==> src/rtl/ram_stream_reader_if.sv <==
// ---------------------------------------------------------------------------
// ram_stream_reader_if
// Bundles the two buses of the RAM stream reader:
//   - RAM initiator port : ram_oe, ram_wr, ram_addr, ram_din (to RAM),
//                          ram_dout (from RAM, valid one cycle after a read)
//   - output stream      : m_valid, m_data, m_last (to sink), m_ready (from sink)
// Modports:
//   master - the reader engine (drives the RAM port and the stream)
//   slave  - the environment (RAM plus stream sink)
// ---------------------------------------------------------------------------
interface ram_stream_reader_if #(
  parameter int DW = 16,
  parameter int AW = 8
);
  logic          ram_oe;
  logic          ram_wr;
  logic [AW-1:0] ram_addr;
  logic [DW-1:0] ram_din;
  logic [DW-1:0] ram_dout;
  logic          m_valid;
  logic [DW-1:0] m_data;
  logic          m_last;
  logic          m_ready;

  modport master (
    output ram_oe, ram_wr, ram_addr, ram_din, m_valid, m_data, m_last,
    input  ram_dout, m_ready
  );

  modport slave (
    input  ram_oe, ram_wr, ram_addr, ram_din, m_valid, m_data, m_last,
    output ram_dout, m_ready
  );
endinterface

==> src/rtl/ram_stream_reader.sv <==
// ---------------------------------------------------------------------------
// ram_stream_reader
// On start, reads len consecutive words from base_addr out of a single-port
// RAM (one-cycle read latency) and streams them out through a 2-entry FIFO
// so that sink backpressure never drops a word.
// Ports:
//   clk        clock, all state on the rising edge
//   rst        asynchronous active-high reset (aborts any transfer)
//   start      one-cycle request, accepted only while idle
//   base_addr  first RAM address (captured on accept)
//   len        word count 0..2^AW (captured on accept)
//   busy       high while a transfer is in progress
//   done       one-cycle pulse after the last word has been transferred
//   bus        RAM initiator port and output stream (master modport)
// ---------------------------------------------------------------------------
module ram_stream_reader #(
  parameter int DW = 16,
  parameter int AW = 8,
  parameter int LW = AW + 1
) (
  input  logic                 clk,
  input  logic                 rst,
  input  logic                 start,
  input  logic [AW-1:0]        base_addr,
  input  logic [LW-1:0]        len,
  output logic                 busy,
  output logic                 done,
  ram_stream_reader_if.master  bus
);

  typedef enum logic [1:0] {
    S_IDLE,
    S_READ,
    S_DRAIN,
    S_FINISH
  } state_e;

  state_e        state_q, state_d;
  logic [AW-1:0] addr_q, addr_d;
  logic [LW-1:0] issue_cnt_q, issue_cnt_d;
  logic [AW-1:0] ram_addr_q;

  // A read issued on one edge returns its word for capture on the next edge.
  logic          inflight_q;
  logic          inflight_last_q;

  // 2-entry output FIFO
  logic [DW-1:0] buf_data_q [2];
  logic          buf_last_q [2];
  logic          rd_ptr_q, wr_ptr_q;
  logic [1:0]    buf_count_q;

  logic          push, pop, issue, issue_last;
  logic [2:0]    occupancy;

  assign push = inflight_q;
  assign pop  = (buf_count_q != 2'd0) && bus.m_ready;

  // Slots committed for the next cycle. A word leaving this cycle frees its
  // slot in time for a new read, which is what sustains one word per cycle;
  // occupancy can never exceed 2, so no word is ever dropped.
  assign occupancy  = {1'b0, buf_count_q} + {2'b00, inflight_q} - {2'b00, pop};
  assign issue      = (state_q == S_READ) && (issue_cnt_q != '0) && (occupancy < 3'd2);
  assign issue_last = (issue_cnt_q == LW'(1));

  // NOTE: every always_comb output gets a default before the case, so no
  // path leaves a variable unassigned and no latch is inferred.
  always_comb begin
    state_d     = state_q;
    addr_d      = addr_q;
    issue_cnt_d = issue_cnt_q;
    case (state_q)
      S_IDLE: begin
        if (start) begin
          addr_d      = base_addr;
          issue_cnt_d = len;
          state_d     = (len == '0) ? S_FINISH : S_READ;
        end
      end
      S_READ: begin
        if (issue) begin
          addr_d      = addr_q + AW'(1);   // wraps modulo 2^AW
          issue_cnt_d = issue_cnt_q - LW'(1);
          if (issue_last) state_d = S_DRAIN;
        end
      end
      S_DRAIN: begin
        if (!inflight_q && (buf_count_q == 2'd0)) state_d = S_FINISH;
      end
      S_FINISH: state_d = S_IDLE;
      default:  state_d = S_IDLE;
    endcase
  end

  // NOTE: sequential state uses non-blocking assignments so every register
  // samples pre-edge values regardless of process ordering.
  always_ff @(posedge clk or posedge rst) begin
    if (rst) begin
      state_q         <= S_IDLE;
      addr_q          <= '0;
      issue_cnt_q     <= '0;
      ram_addr_q      <= '0;
      inflight_q      <= 1'b0;
      inflight_last_q <= 1'b0;
    end else begin
      state_q         <= state_d;
      addr_q          <= addr_d;
      issue_cnt_q     <= issue_cnt_d;
      inflight_q      <= issue;
      inflight_last_q <= issue && issue_last;
      if (issue) ram_addr_q <= addr_q;
    end
  end

  // NOTE: the two FIFO data entries are reset as well, because m_data is
  // read straight from storage and must come out of reset as 0.
  always_ff @(posedge clk or posedge rst) begin
    if (rst) begin
      buf_data_q[0] <= '0;
      buf_data_q[1] <= '0;
      buf_last_q[0] <= 1'b0;
      buf_last_q[1] <= 1'b0;
      rd_ptr_q      <= 1'b0;
      wr_ptr_q      <= 1'b0;
      buf_count_q   <= 2'd0;
    end else begin
      if (push) begin
        buf_data_q[wr_ptr_q] <= bus.ram_dout;
        buf_last_q[wr_ptr_q] <= inflight_last_q;
        wr_ptr_q             <= ~wr_ptr_q;
      end
      if (pop) rd_ptr_q <= ~rd_ptr_q;
      // Simultaneous push and pop leave the count unchanged.
      buf_count_q <= buf_count_q + {1'b0, push} - {1'b0, pop};
    end
  end

  assign bus.ram_oe   = issue;
  assign bus.ram_addr = issue ? addr_q : ram_addr_q;  // hold last address when idle
  assign bus.ram_wr   = 1'b0;
  assign bus.ram_din  = '0;
  assign bus.m_valid  = (buf_count_q != 2'd0);
  assign bus.m_data   = buf_data_q[rd_ptr_q];
  assign bus.m_last   = buf_last_q[rd_ptr_q] && bus.m_valid;

  assign busy = (state_q == S_READ) || (state_q == S_DRAIN);
  assign done = (state_q == S_FINISH);

endmodule
==> src/flat_wrapper.sv <==
// flat-port wrapper written by rule: the top's interface ports become plain ports
module ram_stream_reader_flat 
#(
  parameter int DW = 16,
  parameter int AW = 8,
  parameter int LW = AW + 1
)
  (clk, rst, start, base_addr, len, busy, done, bus_ram_oe, bus_ram_wr, bus_ram_addr, bus_ram_din, bus_m_valid, bus_m_data, bus_m_last, bus_ram_dout, bus_m_ready);
  ram_stream_reader_if #(.DW(DW), .AW(AW)) bus_i ();
  input  logic clk;
  input  logic rst;
  input  logic start;
  input  logic [AW-1:0] base_addr;
  input  logic [LW-1:0] len;
  output logic busy;
  output logic done;
  output wire logic [$bits(bus_i.ram_oe)-1:0] bus_ram_oe;
  output wire logic [$bits(bus_i.ram_wr)-1:0] bus_ram_wr;
  output wire logic [$bits(bus_i.ram_addr)-1:0] bus_ram_addr;
  output wire logic [$bits(bus_i.ram_din)-1:0] bus_ram_din;
  output wire logic [$bits(bus_i.m_valid)-1:0] bus_m_valid;
  output wire logic [$bits(bus_i.m_data)-1:0] bus_m_data;
  output wire logic [$bits(bus_i.m_last)-1:0] bus_m_last;
  input wire logic [$bits(bus_i.ram_dout)-1:0] bus_ram_dout;
  input wire logic [$bits(bus_i.m_ready)-1:0] bus_m_ready;
  assign bus_ram_oe = bus_i.ram_oe;
  assign bus_ram_wr = bus_i.ram_wr;
  assign bus_ram_addr = bus_i.ram_addr;
  assign bus_ram_din = bus_i.ram_din;
  assign bus_m_valid = bus_i.m_valid;
  assign bus_m_data = bus_i.m_data;
  assign bus_m_last = bus_i.m_last;
  assign bus_i.ram_dout = bus_ram_dout;
  assign bus_i.m_ready = bus_m_ready;
  ram_stream_reader #(.DW(DW), .AW(AW), .LW(LW)) u_core (.clk(clk), .rst(rst), .start(start), .base_addr(base_addr), .len(len), .busy(busy), .done(done), .bus(bus_i));
endmodule
==> config.mk <==
export PLATFORM = sky130hd
export DESIGN_NAME = ram_stream_reader_flat
export DESIGN_NICKNAME = d
export VERILOG_FILES = /design/src/rtl/ram_stream_reader_if.sv /design/src/rtl/ram_stream_reader.sv /design/src/flat_wrapper.sv
export SDC_FILE = /design/constraint.sdc
export NUM_CORES = 1
export LEC_CHECK = 0
export ABC_AREA = 0
export ABC_CLOCK_PERIOD_IN_PS = 3000
export CORE_AREA = 3 3 100 102
export CTS_CLUSTER_DIAMETER = 80
export DETAILED_ROUTE_END_ITERATION = 8
export DIE_AREA = 0 0 103 105
export DONT_BUFFER_PORTS = 1
export PLACE_DENSITY = 0.64
export SETUP_SLACK_MARGIN = 0.2
export SLEW_MARGIN = 10
export SYNTH_ARGS = -nofsm -noshare
export SYNTH_HDL_FRONTEND = slang
export SYNTH_SLANG_ARGS = --single-unit
==> constraint.sdc <==
create_clock -name clk -period 3 [get_ports clk]
set_clock_uncertainty 0.15 [all_clocks]
set_input_delay 0.6 -clock clk [delete_from_list [all_inputs] [get_ports clk]]
set_output_delay 0.6 -clock clk [all_outputs]
set_load 0.01 [all_outputs]
# Word-level counts from Yosys, hierarchy flattened
# Index checks and enable logic that the tools add are counted.
word_totals:
  register_bits: 67
  inputBits: 37
  output_inout_bits: 46
classes:
  addsub: 6
  n_eq_ne: 8
  bitwise: 4
  muxes: 25
  reduce_logical: 17
  order_cmp: 4
op_table:
  columns: ["cell", "count"]
  rows:
  - ["2-to-1 mux 16 bit", 4]
  - ["bitwise mux 32 bit", 1]
  - ["2-to-1 mux 8 bit", 3]
  - ["2-to-1 mux 9 bit", 2]
  - ["one-hot mux 9 bit (2 select lines)", 1]
  - ["demux 16 bit (select 1 bit)", 1]
  - ["one-hot mux 8 bit (2 select lines)", 1]
  - ["2-to-1 mux 2 bit", 5]
  - ["equality test 9 x 1 -> 1 bit, second input constant", 1]
  - ["logical NOT 9 bit", 1]
  - ["nonzero test 9 bit", 1]
  - ["subtractor 9 x 1 -> 9 bit, second input constant", 1]
  - ["adder 8 x 1 -> 8 bit, second input constant", 1]
  - ["one-hot mux 2 bit (4 select lines)", 1]
  - ["logical AND 1 bit", 7]
  - ["inequality test 2 x 1 -> 1 bit, second input constant", 3]
  - ["equality test 2 bit, second input constant", 2]
  - ["greater-or-equal comparator 2 bit, second input constant", 2]
  - ["logical NOT 2 bit", 2]
  - ["2-to-1 mux 1 bit", 4]
  - ["inverter 1 -> 2 bit", 2]
  - ["AND reduction 4 bit", 1]
  - ["nonzero test 2 bit", 2]
  - ["adder 2 x 1 -> 3 bit", 1]
  - ["13 further kinds", 14]

# Depth between registers and ports, before layout
# Gate-level depths: netlist of run 1.
logic_depth:
  depth_word: 7
  depth_mapped: 12
  ltp_nobuf: 11

# Least setup slack after synthesis of run 1
# OpenSTA, ideal clock, no wires.
synth_timing:
  kind: "reg-to-output"
  start: "reg u_core.buf_count_q[1]"
  end: "out bus_ram_addr[3]"
  slack_ns: -0.251
  arrival_ns: 2.501
  path_stages_with_launch: 11
  cell_sequence: "dfrtp_1 nor2_1 inv_1 and2_1 ha_1 inv_1 ha_1 fa_1 nor2b_1 nand3_2 o21ai_0"
synth_via:
  elab_chain_cells: 6
  elab_cells_between_ends: 7
  cone_classes: "add/sub (2); order compare (1); mux (1); reduce/logical (3)"
synth_lines:
  columns: ["item", "line_no", "source"]
  rows:
  - ["start, declared", "ram_stream_reader.sv:51", "logic [1:0] buf_count_q;"]
  - ["start signal, assigned", "ram_stream_reader.sv:134", "buf_count_q <= buf_count_q + {1'b0, push} - {1'b0, pop};"]
  - ["nonzero test 2 bit", null, null]
  - ["named net bus_m_valid", "flat_wrapper.sv:21", "output wire logic [$bits(bus_i.m_valid)-1:0] bus_m_valid;"]
  - ["logical AND 1 bit", "ram_stream_reader.sv:57", "assign pop = (buf_count_q != 2'd0) && bus.m_ready;"]
  - ["named net u_core.pop", "ram_stream_reader.sv:53", "logic push, pop, issue, issue_last;"]
  - ["subtractor 3 x 1 -> 3 bit", "ram_stream_reader.sv:62", "assign occupancy = {1'b0, buf_count_q} + {2'b00, inflight_q} - {2'b00, pop};"]
  - ["named net u_core.occupancy[1]", "ram_stream_reader.sv:54", "logic [2:0] occupancy;"]
  - ["< comparator 3 x 2 -> 1 bit", "ram_stream_reader.sv:63", "assign issue = (state_q == S_READ) && (issue_cnt_q != '0) && (occupancy < 3'd2);"]
  - ["logical AND 1 bit", "ram_stream_reader.sv:63", null]
  - ["2-to-1 mux 8 bit", "ram_stream_reader.sv:139", "assign bus.ram_addr = issue ? addr_q : ram_addr_q;"]
  - ["end, declared", "flat_wrapper.sv:19", "output wire logic [$bits(bus_i.ram_addr)-1:0] bus_ram_addr;"]
# The timed path passes the listed nets, and every way through them passes these cells.

# Final worst setup path of run 1
layout_timing:
  start: "reg u_core.buf_count_q[0]"
  end: "out bus_ram_addr[0]"
layout_via:
  elab_chain_cells: 6
  elab_cells_between_ends: 7
  cone_classes: "add/sub (2); order compare (1); mux (1); reduce/logical (3)"
layout_lines:
  columns: ["item", "line_no"]
  rows:
  - ["nonzero test 2 bit", "ram_stream_reader.sv:57"]
  - ["logical AND 1 bit", "ram_stream_reader.sv:57"]
  - ["named net u_core.pop", "ram_stream_reader.sv:53"]
  - ["subtractor 3 x 1 -> 3 bit", "ram_stream_reader.sv:62"]
  - ["< comparator 3 x 2 -> 1 bit", "ram_stream_reader.sv:63"]
  - ["logical AND 1 bit", "ram_stream_reader.sv:63"]
  - ["2-to-1 mux 8 bit", "ram_stream_reader.sv:139"]
# The timed path passes the listed nets, and every way through them passes these cells.

==> qor.csv, run 1 <==
metric,value,unit
setup_violations,26,
avgRoutedWirePerCell,18.1,um
wl_met3,677,um
p_leak,1.88,nW
ys_warn_count,0,
clk_pin_slew,0.08,ns
yosysTopAreaCell,dfrtp_1,
synth_top_family_by_area,multiplexers,
gp_congestion,0.806,
clkSinkCount,67,
fmax,294,MHz
synth_fa_ha_area_frac,0.0394,
violations,negative setup slack,
grt_antenna_before_repair,0,
arrival,2.66,ns
worstSetupStartpointType,flip-flop,
syn_avg_cell_area,11.4,um2
fp-row-count,35,
fin_cells,472,
p_comb_frac,0.525,
drv_slew,0,
cts-root-buf,clkbuf_8,
postSynthCellCount,324,
finalHoldViolCount,0,
rr_startpoint,u_core.buf_count_q[0],
crit_required,2.25,ns
swShare,0.402,
setup_tns,-4.74,ns
power_frac_seq,0.316,
hold_buffers,0,
grt_pass1_wl,13.6,mm
port_buffers,0,
yosysSeqAreaShare,0.455,
synth_area,3690,um2
synthMuxAreaShare,0.183,
synthArstFlopShare,1.00,
synth_xor_area_frac,0.00950,
avgViaCountPerCell,5.58,
place_ws,-0.150,ns
yosys.area.top_type_share,0.455,
cts_tree,yes,
insertion_delay,0.35,ns
fin_hold_ws,0.0798,ns
hold_path.class,in2async,
dp.cells,444,
finalCritPeriodShare,1.14,
drt_iter0_drc,113,
clk_path_buf_depth,2,
synthSimpleGateAreaFrac,0.126,
slew_headroom,0.440,
start_util,0.401,
power.total,5.40,mW
ios,83,
core,9200,um2
fp.dieArea,10800,um2
rsz0062_at_grt,yes,
post-synth-top-count-cell,dfrtp_1,
crit_fanout,5,
track_usage,0.160,
highest_layer,met4,
grt_pass1_vias,2698,
ys_top_cells_by_count,"67 x dfrtp_1, 56 x mux2_2, 22 x o21ai_0",
final_nets,404,
synth-edff-count,0,
fp.dieH,105,um
clkPwrFrac,0.159,
ff2ff_path_depth,14,
antenna_cells,0,
grt_max_degree,40,
syn_to_final_growth,18.4,%
cts_buffers,9,
yosysUniqueCellTypes,64,
grt-ovfl-total,0,
power_density,1240,nW/um2
ys.flop_type,dfrtp_1,
wirelength,8.55,mm
critPathCaptureType,primary output,
rrSetupSlack,-0.16,ns
wirelength_met1,3.61,mm
period_minus_slack,3.41,ns
worst-setup-path-type,reg2out,
maxCapViolCount,0,
dr.pass1.iters,4,
timing.rr.end,u_core.addr_q[1],
synth_compound_area_frac,0.110,
synth_seq_cells,67,
worstMarginPinSlew,0.840,ns
dp_hpwl,5.87,mm
synth_area_leaders,"dfrtp_1 45%, mux2_2 17%, buf_4 3.7%",
drc_errors,0,
drive_above_1_share,0.418,
worst_slack,-0.407,ns
internal_power,3.23,mW
htreeDepth,3,
p_sw,2.17,mW
ant_nets,0,
ir_drop,0.567,mV
die_w,103,um
route.met2.wl,4.20,mm
status,"complete, but fails checks",
num_vias,2634,
==> kinds of logic after synthesis <==
logic type,Yosys count
AND/OR/NAND/NOR,72
flip-flops,67
AO/OA/AOI/OAI,60
multiplexers,60
buffers and inverters,49
adder cells (fa/ha/maj),11
XOR/XNOR,4
other,1
==> worst max-delay path by stage <==
stage | startpoint | end | slack (ns) | cells past startpoint
after CTS | u_core.buf_count_q[0] | bus_ram_addr[0] | -0.42 | 10
after detailed placement | bus_m_ready | bus_ram_addr[2] | -0.15 | 8
after global placement | bus_m_ready | bus_ram_addr[1] | -0.13 | 8
after floorplan | u_core.buf_count_q[1] | bus_ram_addr[1] | -0.09 | 10
final | u_core.buf_count_q[0] | bus_ram_addr[0] | -0.41 | 10
after global routing | u_core.buf_count_q[0] | bus_ram_addr[0] | -0.52 | 10
==> metal layers <==
metal,track usage,vias up
met5,0,-
met4,0.0333,0
met3,0.0621,7
met2,0.261,90
met1,0.201,1310
li1,-,1227
==> area by class of cell <==
class | instances | area, um2
clock buffers | 9 | 124
clock inverters | 7 | 98.8
fillers | 848 | 4830
inverters | 21 | 78.8
multi-input cells | 225 | 1990
flip-flops and latches | 67 | 1680
well taps | 111 | 139
repair buffers | 32 | 260
==> through the flow <==
step	area (um2)	util
3_3_place_gp	3950	0.429
4_1_cts	4260	0.463
5_1_grt	4370	0.475
6_report	4370	0.475
2_1_floorplan	3840	-
3_5_place_dp	3950	0.429
==> worst max-delay path: stages, from the launching register on <==
cell and delay (ns):
dfrtp_1 0.41, nor2_4 0.12, inv_2 0.04, and2_4 0.14, ha_4 0.26, inv_2 0.03
ha_4 0.15, fa_2 0.39, xor2_4 0.25, nand3_4 0.16, mux2_4 0.37
==> power groups by stage <==
stage	sequential [mW]	clock (mW)	combinational (mW)
after global routing	1.78	0.924	3.09
after global placement	1.69	0	2.41
after detailed placement	1.71	0	2.45
after CTS	1.70	0.883	2.64
final	1.71	0.858	2.84
after floorplan	1.59	0	1.95
==> sequential cells by signal, indices dropped and copies added, names as in the netlist <==
| signal | cells |
|---|---|
| u_core.addr_q | 8 |
| u_core.buf_count_q | 2 |
| u_core.buf_data_q | 32 |
| u_core.buf_last_q | 2 |
| u_core.inflight_last_q | 1 |
| u_core.inflight_q | 1 |
| u_core.issue_cnt_q | 9 |
| u_core.ram_addr_q | 8 |
| u_core.rd_ptr_q | 1 |
| u_core.state_q | 2 |
| u_core.wr_ptr_q | 1 |
==> what timing repair did <==
action	in CTS	in global routing
pin swaps	5	6
setup buffers	5	6
setup endpoints to repair	27	28
gates cloned	1	0
gates resized for setup	12	16
==> cells in the final DEF (no fill, tap or decap), types with 3 or more instances in the layout <==
master / Yosys / layout
dfrtp_1: 67 / 66
o21ai_0: 22 / 10
inv_1: 20 / 17
nor4_1: 6 / 5
mux2_2: 56 / 52
mux2_4: 1 / 5
nand4_1: 5 / 5
nand2_1: 13 / 11
nand3b_1: 4 / 4
buf_4: 18 / 29
inv_2: 0 / 3
nand3_1: 5 / 5
ha_1: 10 / 8
a21oi_1: 6 / 6
or3b_2: 3 / 3
mux2i_1: 3 / 3
o211ai_1: 5 / 5
o221ai_2: 0 / 4
nor2_1: 11 / 10
clkbuf_8: 0 / 9
o21ai_2: 1 / 10
nor3_1: 3 / 3
o21ai_1: 0 / 3
conb_1: 1 / 17
Power figures use the tool's default switching activity.
==> run 2: changes to the inputs <==
--- a/config.mk
+++ b/config.mk
@@ -7,10 +7,10 @@
 export LEC_CHECK = 0
 export ABC_AREA = 0
 export ABC_CLOCK_PERIOD_IN_PS = 3000
-export CORE_AREA = 3 3 100 102
+export CORE_AREA = 8 8 105 107
 export CTS_CLUSTER_DIAMETER = 80
 export DETAILED_ROUTE_END_ITERATION = 8
-export DIE_AREA = 0 0 103 105
+export DIE_AREA = 0 0 113 115
 export DONT_BUFFER_PORTS = 1
 export PLACE_DENSITY = 0.64
 export SETUP_SLACK_MARGIN = 0.2
==> qor.csv, run 2 (synthesized netlist as in run 1, its figures left out) <==
metric,value,unit,change
p_sw,2.29,mW,+5.3%
fp-row-count,36,,+2.9%
avgRoutedWirePerCell,19.6,um,+8.4%
syn_to_final_growth,23.3,%,
fp.dieArea,13000,um2,+20%
power_density,1280,nW/um2,+3.2%
final_nets,406,,+0.50%
maxCapViolCount,0,,unchanged
critPathCaptureType,primary output,,
crit_fanout,5,,unchanged
regArea,1680,um2,unchanged
slew_headroom,0.353,,-0.0874
cts-root-buf,clkbuf_8,,
fillerInstances,862,,+1.7%
grt_antenna_before_repair,1,,+1
fp.dieH,115,um,+9.5%
swShare,0.394,,-0.00782
drv_slew,0,,unchanged
multiInputGateArea,2070,um2,+4.2%
fin_cells,478,,+1.3%
dp_hpwl,6.51,mm,+11%
fin_hold_ws,0.0413,ns,-0.0385 ns
grt_max_degree,46,,+15%
final_cell_area,4540,um2,+4.1%
finalCritPeriodShare,1.15,,+0.0165
status,"complete, but fails checks",,
p_comb_frac,0.526,,about the same
fmax,289,MHz,-1.4%
grt_pass1_vias,2840,,+5.3%
layout_commonest_cell,dfrtp_1,,
grt-ovfl-total,0,,unchanged
violations,negative setup slack,,
final_cell_mix,"66 x dfrtp_1, 52 x mux2_2, 25 x buf_4",,
port_buffers,0,,unchanged
crit_start,u_core.buf_count_q[0],,
htreeDepth,3,,unchanged
start_util,0.390,,-0.0111
crit_required,2.25,ns,about the same
drt_iter0_drc,113,,unchanged
avgViaCountPerCell,5.57,,-0.17%
clkPwrFrac,0.176,,+0.017
grt_pass1_wl,15.2,mm,+12%
p_leak,1.94,nW,+3.1%
rsz0062_at_grt,yes,,
ios,83,,unchanged
place_ws,-0.171,ns,-0.0207 ns
gp_congestion,0.808,,+0.19%
final_util,0.480,,+0.00560
ff2ff_path_depth,14,,unchanged
clk_path_buf_depth,2,,unchanged
finalHoldViolCount,0,,unchanged
arrival,2.71,ns,+0.05 ns
drc_errors,0,,unchanged
internal_power,3.51,mW,+8.8%
dp.cells,447,,+0.68%
rr_startpoint,u_core.buf_count_q[0],,
core,9460,um2,+2.9%
ant_nets,0,,unchanged
drive_above_1_share,0.433,,+0.0142
clk_pin_slew,0.08,ns,about the same
cts_buffers,9,,unchanged
power.total,5.80,mW,+7.4%
setup_tns,-5.13,ns,-0.398 ns
ir_drop,0.498,mV,-12%
track_usage,0.148,,-0.0122
worst-setup-path-type,reg2out,,
hold_buffers,0,,unchanged
hold_path.class,in2async,,
insertion_delay,0.34,ns,about the same
placed_area,3950,um2,+0.16%
wirelength,9.39,mm,+9.7%
largestRegisters,"u_core.buf_data_q x32, u_core.issue_cnt_q x9",,
regMostFlops,u_core.buf_data_q,,
largest_register_ff_count,32,,unchanged
period_minus_slack,3.46,ns,+0.0494 ns
cts_tree,yes,,
clkSinkCount,67,,unchanged
die_w,113,um,+9.7%
power_frac_seq,0.298,,-0.018
worstMarginPinSlew,0.970,ns,+0.130 ns
setup_violations,27,,+3.8%
dr.pass1.iters,4,,unchanged
num_vias,2663,,+1.1%
worstSetupStartpointType,flip-flop,,
worst_slack,-0.456,ns,-0.0494 ns
run 2: cell count changes in the layout (fill, tap and decap cells not counted), sizes merged:
cell / before / now
diode: 0 / 1
bufinv: 2 / 4
clkinv: 3 / 1
buf: 32 / 34
run 2: worst paths after layout:
kind / end / slack [ns]
min reg2reg: u_core.wr_ptr_q / 0.32
min in group clk: u_core.buf_data_q[14] / 0.25
max: bus_ram_addr[1] / -0.46
min: u_core.wr_ptr_q / 0.04
max reg2reg: u_core.addr_q[0] / -0.15
max in group asynchronous: u_core.buf_data_q[20] / 2.02
run 2: power groups by stage:
stage / combinational [mW] / clock, mW / sequential, mW
2_1_floorplan: 1.95 / 0 / 1.59
3_3_place_gp: 2.42 / 0 / 1.69
3_5_place_dp: 2.49 / 0 / 1.72
4_1_cts: 2.75 / 1.05 / 1.71
5_1_grt: 3.32 / 1.08 / 1.80
6_report: 3.05 / 1.02 / 1.73
run 2: final cells by class:
type                            count  area share
Inverter                           21      0.0179
Sequential cell                    67       0.369
Antenna cell                        1    0.000551
Clock inverter                      7      0.0325
Clock buffer                        9      0.0273
Timing Repair Buffer               34      0.0655
Multi-Input combinational cell    225       0.456
Tap cell                          114      0.0314
run 2: layer usage:
metal	wire length, um	global-route usage	vias up
li1	-	-	1228
met1	3760	0.170	1320
met2	4640	0.248	106
met3	887	0.0625	9
met4	105	0.0435	0
met5	0	0	-
run 2: critical path: stages, from the launching register on:
cell and delay, ns:
dfrtp_1 0.41, nor2_4 0.13, inv_2 0.04, and2_4 0.14
ha_4 0.26, inv_2 0.04, ha_4 0.14, fa_2 0.46
nor2b_4 0.24, nand3_4 0.15, mux2_4 0.36
run 2: what timing repair did:
action | in CTS | in global routing
setup endpoints to repair | 27 | 28
pin swaps | 6 | 9
cloned | 1 | 0
gates resized for setup | 21 | 25
setup buffers | 6 | 7
